**src/rtl/missile_fire_ctrl_if.sv**
```systemverilog
// Mover-side link of the missile fire controller: fire/kill strobes out,
// draw-enable and position feedback in.
interface missile_fire_ctrl_if;
  logic        fireReq;
  logic        missileKill;
  logic        missileDrawEn;
  logic [10:0] missileTopLeftX;
  logic [10:0] missileTopLeftY;

  modport master (
    output fireReq,
    output missileKill,
    input  missileDrawEn,
    input  missileTopLeftX,
    input  missileTopLeftY
  );

  modport slave (
    input  fireReq,
    input  missileKill,
    output missileDrawEn,
    output missileTopLeftX,
    output missileTopLeftY
  );
endinterface

```
**src/rtl/missile_fire_ctrl.sv**
```systemverilog
// Per-tank missile fire request, flight supervision and frame-based cooldown.
// Optional macro MISSILE_AUTOFIRE_EN: fire on the key level instead of its rising edge.
module missile_fire_ctrl #(
  parameter int COOLDOWN_FRAMES   = 15,
  parameter int MAX_FLIGHT_FRAMES = 90,
  parameter int SCREEN_W          = 640,
  parameter int SCREEN_H          = 480,
  parameter int FIRE_ACK_CYCLES   = 3
) (
  input  logic                       clk,
  input  logic                       resetN,
  input  logic                       startOfFrame,
  input  logic                       keyIn,
  missile_fire_ctrl_if.master        mover,
  output logic                       ready,
  output logic [7:0]                 shotCount
);

  // Frame limits saturate at the 8-bit counter range; a zero ack window acts as one cycle.
  localparam int COOL_C   = (COOLDOWN_FRAMES > 255) ? 255 : COOLDOWN_FRAMES;
  localparam int FLIGHT_C = (MAX_FLIGHT_FRAMES > 255) ? 255 : MAX_FLIGHT_FRAMES;
  localparam int ACK_C    = (FIRE_ACK_CYCLES < 1) ? 1 :
                            (FIRE_ACK_CYCLES > 255) ? 255 : FIRE_ACK_CYCLES;
  localparam logic [7:0]  coolLim   = COOL_C[7:0];
  localparam logic [7:0]  flightLim = FLIGHT_C[7:0];
  localparam logic [7:0]  ackLast   = 8'(ACK_C - 1);
  localparam logic [10:0] xLim      = SCREEN_W[10:0];
  localparam logic [10:0] yLim      = SCREEN_H[10:0];
  localparam bit          timeoutEn = (MAX_FLIGHT_FRAMES != 0);

  typedef enum logic [2:0] {IDLE, FIRE, ACK_WAIT, FLIGHT, KILL, COOLDOWN} state_t;

  state_t     state, nextState;
  logic [7:0] frameCnt;
  logic [7:0] ackCnt;
  logic       shootTrig;
  logic       outOfBounds;

`ifdef MISSILE_AUTOFIRE_EN
  assign shootTrig = keyIn;
`else
  logic keyPrev;

  always_ff @(posedge clk or negedge resetN) begin
    if (!resetN) keyPrev <= 1'b0;
    else         keyPrev <= keyIn;
  end

  assign shootTrig = keyIn & ~keyPrev;
`endif

  // Negative positions wrap to large unsigned values and land out of bounds.
  assign outOfBounds = (mover.missileTopLeftX >= xLim) || (mover.missileTopLeftY >= yLim);

  always_comb begin
    nextState = state;
    case (state)
      IDLE:     if (shootTrig) nextState = FIRE;
      FIRE:     nextState = ACK_WAIT;
      ACK_WAIT: begin
        if (mover.missileDrawEn)  nextState = FLIGHT;
        else if (ackCnt == ackLast) nextState = IDLE;
      end
      FLIGHT: begin
        if (!mover.missileDrawEn)                      nextState = COOLDOWN;
        else if (outOfBounds)                          nextState = KILL;
        else if (timeoutEn && (frameCnt == flightLim)) nextState = KILL;
      end
      KILL:     nextState = COOLDOWN;
      COOLDOWN: if (frameCnt == coolLim) nextState = IDLE;
      default:  nextState = IDLE;
    endcase
  end

  // Strobes and ready are registered from the next state so they follow the state exactly.
  always_ff @(posedge clk or negedge resetN) begin
    if (!resetN) begin
      state             <= IDLE;
      mover.fireReq     <= 1'b0;
      mover.missileKill <= 1'b0;
      ready             <= 1'b1;
      shotCount         <= 8'd0;
      frameCnt          <= 8'd0;
      ackCnt            <= 8'd0;
    end else begin
      state             <= nextState;
      mover.fireReq     <= (nextState == FIRE);
      mover.missileKill <= (nextState == KILL);
      ready             <= (nextState == IDLE);
      if (nextState == FIRE)
        shotCount <= shotCount + 8'd1;
      if (nextState != state)
        frameCnt <= 8'd0;
      else if (startOfFrame && (frameCnt != 8'hFF) &&
               ((state == FLIGHT) || (state == COOLDOWN)))
        frameCnt <= frameCnt + 8'd1;
      if (state != ACK_WAIT)
        ackCnt <= 8'd0;
      else
        ackCnt <= ackCnt + 8'd1;
    end
  end

endmodule

```
**src/flat_wrapper.sv**
```systemverilog
// flat-port wrapper written by rule: the top's interface ports become plain ports
module missile_fire_ctrl_flat 
#(
  parameter int COOLDOWN_FRAMES   = 15,
  parameter int MAX_FLIGHT_FRAMES = 90,
  parameter int SCREEN_W          = 640,
  parameter int SCREEN_H          = 480,
  parameter int FIRE_ACK_CYCLES   = 3
)
  (clk, resetN, startOfFrame, keyIn, ready, shotCount, mover_fireReq, mover_missileKill, mover_missileDrawEn, mover_missileTopLeftX, mover_missileTopLeftY);
  missile_fire_ctrl_if mover_i ();
  input  logic clk;
  input  logic resetN;
  input  logic startOfFrame;
  input  logic keyIn;
  output logic ready;
  output logic [7:0] shotCount;
  output wire logic [$bits(mover_i.fireReq)-1:0] mover_fireReq;
  output wire logic [$bits(mover_i.missileKill)-1:0] mover_missileKill;
  input wire logic [$bits(mover_i.missileDrawEn)-1:0] mover_missileDrawEn;
  input wire logic [$bits(mover_i.missileTopLeftX)-1:0] mover_missileTopLeftX;
  input wire logic [$bits(mover_i.missileTopLeftY)-1:0] mover_missileTopLeftY;
  assign mover_fireReq = mover_i.fireReq;
  assign mover_missileKill = mover_i.missileKill;
  assign mover_i.missileDrawEn = mover_missileDrawEn;
  assign mover_i.missileTopLeftX = mover_missileTopLeftX;
  assign mover_i.missileTopLeftY = mover_missileTopLeftY;
  missile_fire_ctrl #(.COOLDOWN_FRAMES(COOLDOWN_FRAMES), .MAX_FLIGHT_FRAMES(MAX_FLIGHT_FRAMES), .SCREEN_W(SCREEN_W), .SCREEN_H(SCREEN_H), .FIRE_ACK_CYCLES(FIRE_ACK_CYCLES)) u_core (.clk(clk), .resetN(resetN), .startOfFrame(startOfFrame), .keyIn(keyIn), .mover(mover_i), .ready(ready), .shotCount(shotCount));
endmodule
```
**config.mk**
```make
export PLATFORM = sky130hd
export DESIGN_NAME = missile_fire_ctrl_flat
export DESIGN_NICKNAME = d
export VERILOG_FILES = /design/src/rtl/missile_fire_ctrl_if.sv /design/src/rtl/missile_fire_ctrl.sv /design/src/flat_wrapper.sv
export SDC_FILE = /design/constraint.sdc
export NUM_CORES = 1
export LEC_CHECK = 0
export ABC_AREA = 0
export BUFFER_PORTS_ARGS = -buffer_cell sky130_fd_sc_hd__buf_2
export CORE_ASPECT_RATIO = 0.7
export CORE_MARGIN = 8
export CORE_UTILIZATION = 50
export DETAILED_ROUTE_END_ITERATION = 8
export PLACE_DENSITY = 0.75
export SLEW_MARGIN = 20
export SYNTH_ARGS = -nofsm -noshare
export SYNTH_HDL_FRONTEND = slang
export SYNTH_SLANG_ARGS = --single-unit
```
**constraint.sdc**
```tcl
create_clock -name clk -period 2.3 [get_ports clk]
set_input_delay 0 -clock clk [delete_from_list [all_inputs] [get_ports clk]]
set_output_delay 0 -clock clk [all_outputs]
set_load 0.01 [all_outputs]
```
==> metrics.csv <==
metric;value;unit
number of cells produced by synthesis;152;
Worst path top cell family by delay;simple AND/OR/NAND/NOR gates;
number of distinct library cells after synthesis;42;
register area share after synthesis;48.1;%
post-detailed-route count of antenna-violating nets;0;
Iter 0 DRT Violations;97;
area grow syn2layout;16.4;%
number of levels the H-tree was split into;2;
starting density of the core;51.6;%
Total Routing Usage GR;13.2;%
worst setup slack before clock tree synthesis;307;ps
post-synthesis instance area;0.00161;mm^2
Via Count;1258;
fraction of final layout cells sized beyond drive strength 1;23.5;%
Die Wd;83.9;um
row count;17;
initial antenna violation count;0;
Data arrival, critical path;2220;ps
final WL;3.37;mm
highest-delay cell along the critical path;sky130_fd_sc_hd__dfrtp_1;
post-CTS setup repair buffer count;0;
# IOs;38;
overall power consumption;1710;uW
R2R Path Start;u_core.frameCnt[0];
Final Wtd Congestion;0.819;
type of origin of the critical path;register;
critical path capture point;u_core.frameCnt[1];
Post-Synth XOR/XNOR Area;10.3;%
peak supply drop;430;uV
overall overflow remaining after global route;0;
number of flops mapped to enable cells by yosys;0;
maximum single-stage delay on the critical path;440;ps
clock latency of the later-clocked register in the worst-skew pair;280;ps
depth of the worst register-to-register path;6;
top cell type's share of synthesized area;46.5;%
number of cells on the critical path;6;
total power divided by cell area;912;mW/mm^2
clk buf depth;2;
area share of and/or/nand/nor cells after synthesis;27.6;%
via density per instance;5.69;
compound-cell area share of the yosys netlist;6.59;%
setup repair after global routing missed its margin;no;
list of cells traversed by the critical path;ha_1 > nand3_1 > o41ai_4 > o211ai_1 > and3_1 > nor4b_4;
max-capacitance violation count;0;
Post-Synthesis Net Count;184;
Worst Path Buf+Inv;0;
synth warn;0;
number of storage elements in the synthesis netlist;31;
outcome;finished, final reports clean;
Avg Synthesized Cell Area;10.6;um^2
Reg2Reg Capture Point;u_core.frameCnt[1];
primary flip-flop cell chosen by synthesis mapping;sky130_fd_sc_hd__dfrtp_1;
multiplexer fraction of the synthesized cell area;1.32;%
root buffer cell;sky130_fd_sc_hd__clkbuf_8;
Final Critical Period;2030;ps
list of most frequent post-synthesis cells;sky130_fd_sc_hd__dfrtp_1, sky130_fd_sc_hd__nor2_1, sky130_fd_sc_hd__nor3_1, sky130_fd_sc_hd__xnor2_1, sky130_fd_sc_hd__nand3_1;
final number of hold-violating endpoints;0;
static leakage power;0.000849;uW
timing-limited maximum frequency;493;MHz
clock slew seen by the registers of the worst setup and hold paths;60;ps
number of search-and-repair iterations in the first detailed-routing pass;4;
setup violators final;0;
number of buffer cells added on primary ports;25;
CORE AREA;0.00313;mm^2
CP max FO;8;
CTS tree;yes;
area of the multi-input gates;802;um^2
fraction of registers with async set or reset after synthesis;100;%
cts bufs inserted;5;
endpoint type of the worst setup path;register;
Setup TNS Final;0;ps
mean routed wirelength per cell;15.2;um
Total Die Area;0.00533;mm^2
max-slew violations;0;
chip height;63.5;um
largest net degree at the start of global routing;32;
classification of the worst-slack hold path;in2reg;
cell type with the highest aggregate area in the netlist;sky130_fd_sc_hd__dfrtp_1;
register area;777;um^2
Max-Slew Margin vs Limit;55.6;%
dominant combinational cell family by area after synthesis;simple AND/OR/NAND/NOR gates;
Req. time, crit path;2490;ps
diodes inserted;0;
# DRC;0;
setup slack of the critical path after layout;271;ps
top post-synthesis cells by area;sky130_fd_sc_hd__dfrtp_1, sky130_fd_sc_hd__xnor2_1, sky130_fd_sc_hd__nor3_1;
leading cell type by number of instances after synthesis;sky130_fd_sc_hd__dfrtp_1;
clock tree skew after final layout;5.73;ps
portion of the clock cycle consumed by the worst path in the final layout;88.2;%
FILL cells;264;
wire length of the first global-routing pass;5.69;mm
flop2flop setup slack;270;ps
clock sink count;31;
final-stage net count;215;
critical path class;reg2reg;
timing startpoint of the critical path;u_core.frameCnt[0];
Tightest Pin Transition;666;ps
number of global-route vias before repair;1227;
HPWL after detailed placement;2.49;mm
fraction of the mapped netlist area in adder cells;3.88;%
sequential cells by signal, indices dropped and copies added (netlist names):
name and cells:
u_core.ackCnt 8, u_core.frameCnt 8, u_core.shotCount 8, u_core.state 3
u_core.keyPrev 1, u_core.mover.fireReq 1, u_core.mover.missileKill 1, u_core.ready 1
final cells by class:
class                      instances  area share [%]
clock buffer                       6            4.40
multi-input combinational        114            42.7
inverter                           3           0.600
sequential                        31            41.4
clock inverter                     1           0.266
timing repair buffer              28            8.13
tap                               38            2.53
report_power, final:
group / switching (uW) / internal (uW)
combinational: 303 / 210
clock: 186 / 234
sequential: 131 / 650
total: 620 / 1090
worst min path at each step:
stage / startpoint / endpoint / cells past startpoint
2_1_floorplan: resetN / u_core.ackCnt[0] / 0
3_3_place_gp: resetN / u_core.ackCnt[5] / 1
3_5_place_dp: resetN / u_core.frameCnt[2] / 1
4_1_cts: mover_missileDrawEn / u_core.state[2] / 4
5_1_grt: mover_missileDrawEn / u_core.state[2] / 4
6_report: mover_missileDrawEn / u_core.state[2] / 4
layout by cell type (no fill, tap or decap), types with 2 or more instances in the layout:
master	count
sky130_fd_sc_hd__buf_2	25
sky130_fd_sc_hd__dlygate4sd3_1	2
sky130_fd_sc_hd__nor3_1	13
sky130_fd_sc_hd__xnor2_1	13
sky130_fd_sc_hd__nor2b_1	2
sky130_fd_sc_hd__xor2_1	6
sky130_fd_sc_hd__and3_1	6
sky130_fd_sc_hd__nor2_1	15
sky130_fd_sc_hd__nand3_1	11
sky130_fd_sc_hd__and2_1	2
sky130_fd_sc_hd__ha_1	5
sky130_fd_sc_hd__clkbuf_8	6
sky130_fd_sc_hd__nor4b_1	2
sky130_fd_sc_hd__a21oi_1	3
sky130_fd_sc_hd__nand2_1	6
sky130_fd_sc_hd__inv_1	3
sky130_fd_sc_hd__dfrtp_1	30
sky130_fd_sc_hd__nand4_1	7
per-layer routing:
metal,vias to the layer above,track usage (%),part of all wire [%]
li1,605,-,-
met1,620,15.8,44
met2,27,20.9,50
met3,6,5.65,5.4
met4,0,4.08,1.1
met5,-,0,0
worst register-to-register path, stage by stage, from the launching register on:
cell                       delay [ps]
sky130_fd_sc_hd__dfrtp_1          440
sky130_fd_sc_hd__ha_1             240
sky130_fd_sc_hd__nand3_1          170
sky130_fd_sc_hd__o41ai_4          300
sky130_fd_sc_hd__o211ai_1         150
sky130_fd_sc_hd__and3_1           330
sky130_fd_sc_hd__nor4b_4          310
kinds of logic after synthesis:
kind of cell,Yosys count
buf+inv,7
simple gates,76
flops,31
xor+xnor,19
compound gates,12
mux,2
fa+ha+maj,5
what timing repair did:
item                                   in CTS  in global routing
setup endpoints to repair                   0                  0
resized for setup                           0                  0
hold buffers                                2                  0
endpoints found under the hold margin      31                  0
per-stage QoR:
step	util, %	hold WS (ps)	cell area, um^2	cells
after global routing	60.1	225	1880	221
after global placement	56.6	66.1	1770	212
after CTS	60.1	167	1880	221
after floorplan	-	-296	1610	152
after detailed placement	56.6	81.3	1770	212
final	60.1	170	1880	221
Note: power is estimated with default switching activity, not from simulation.
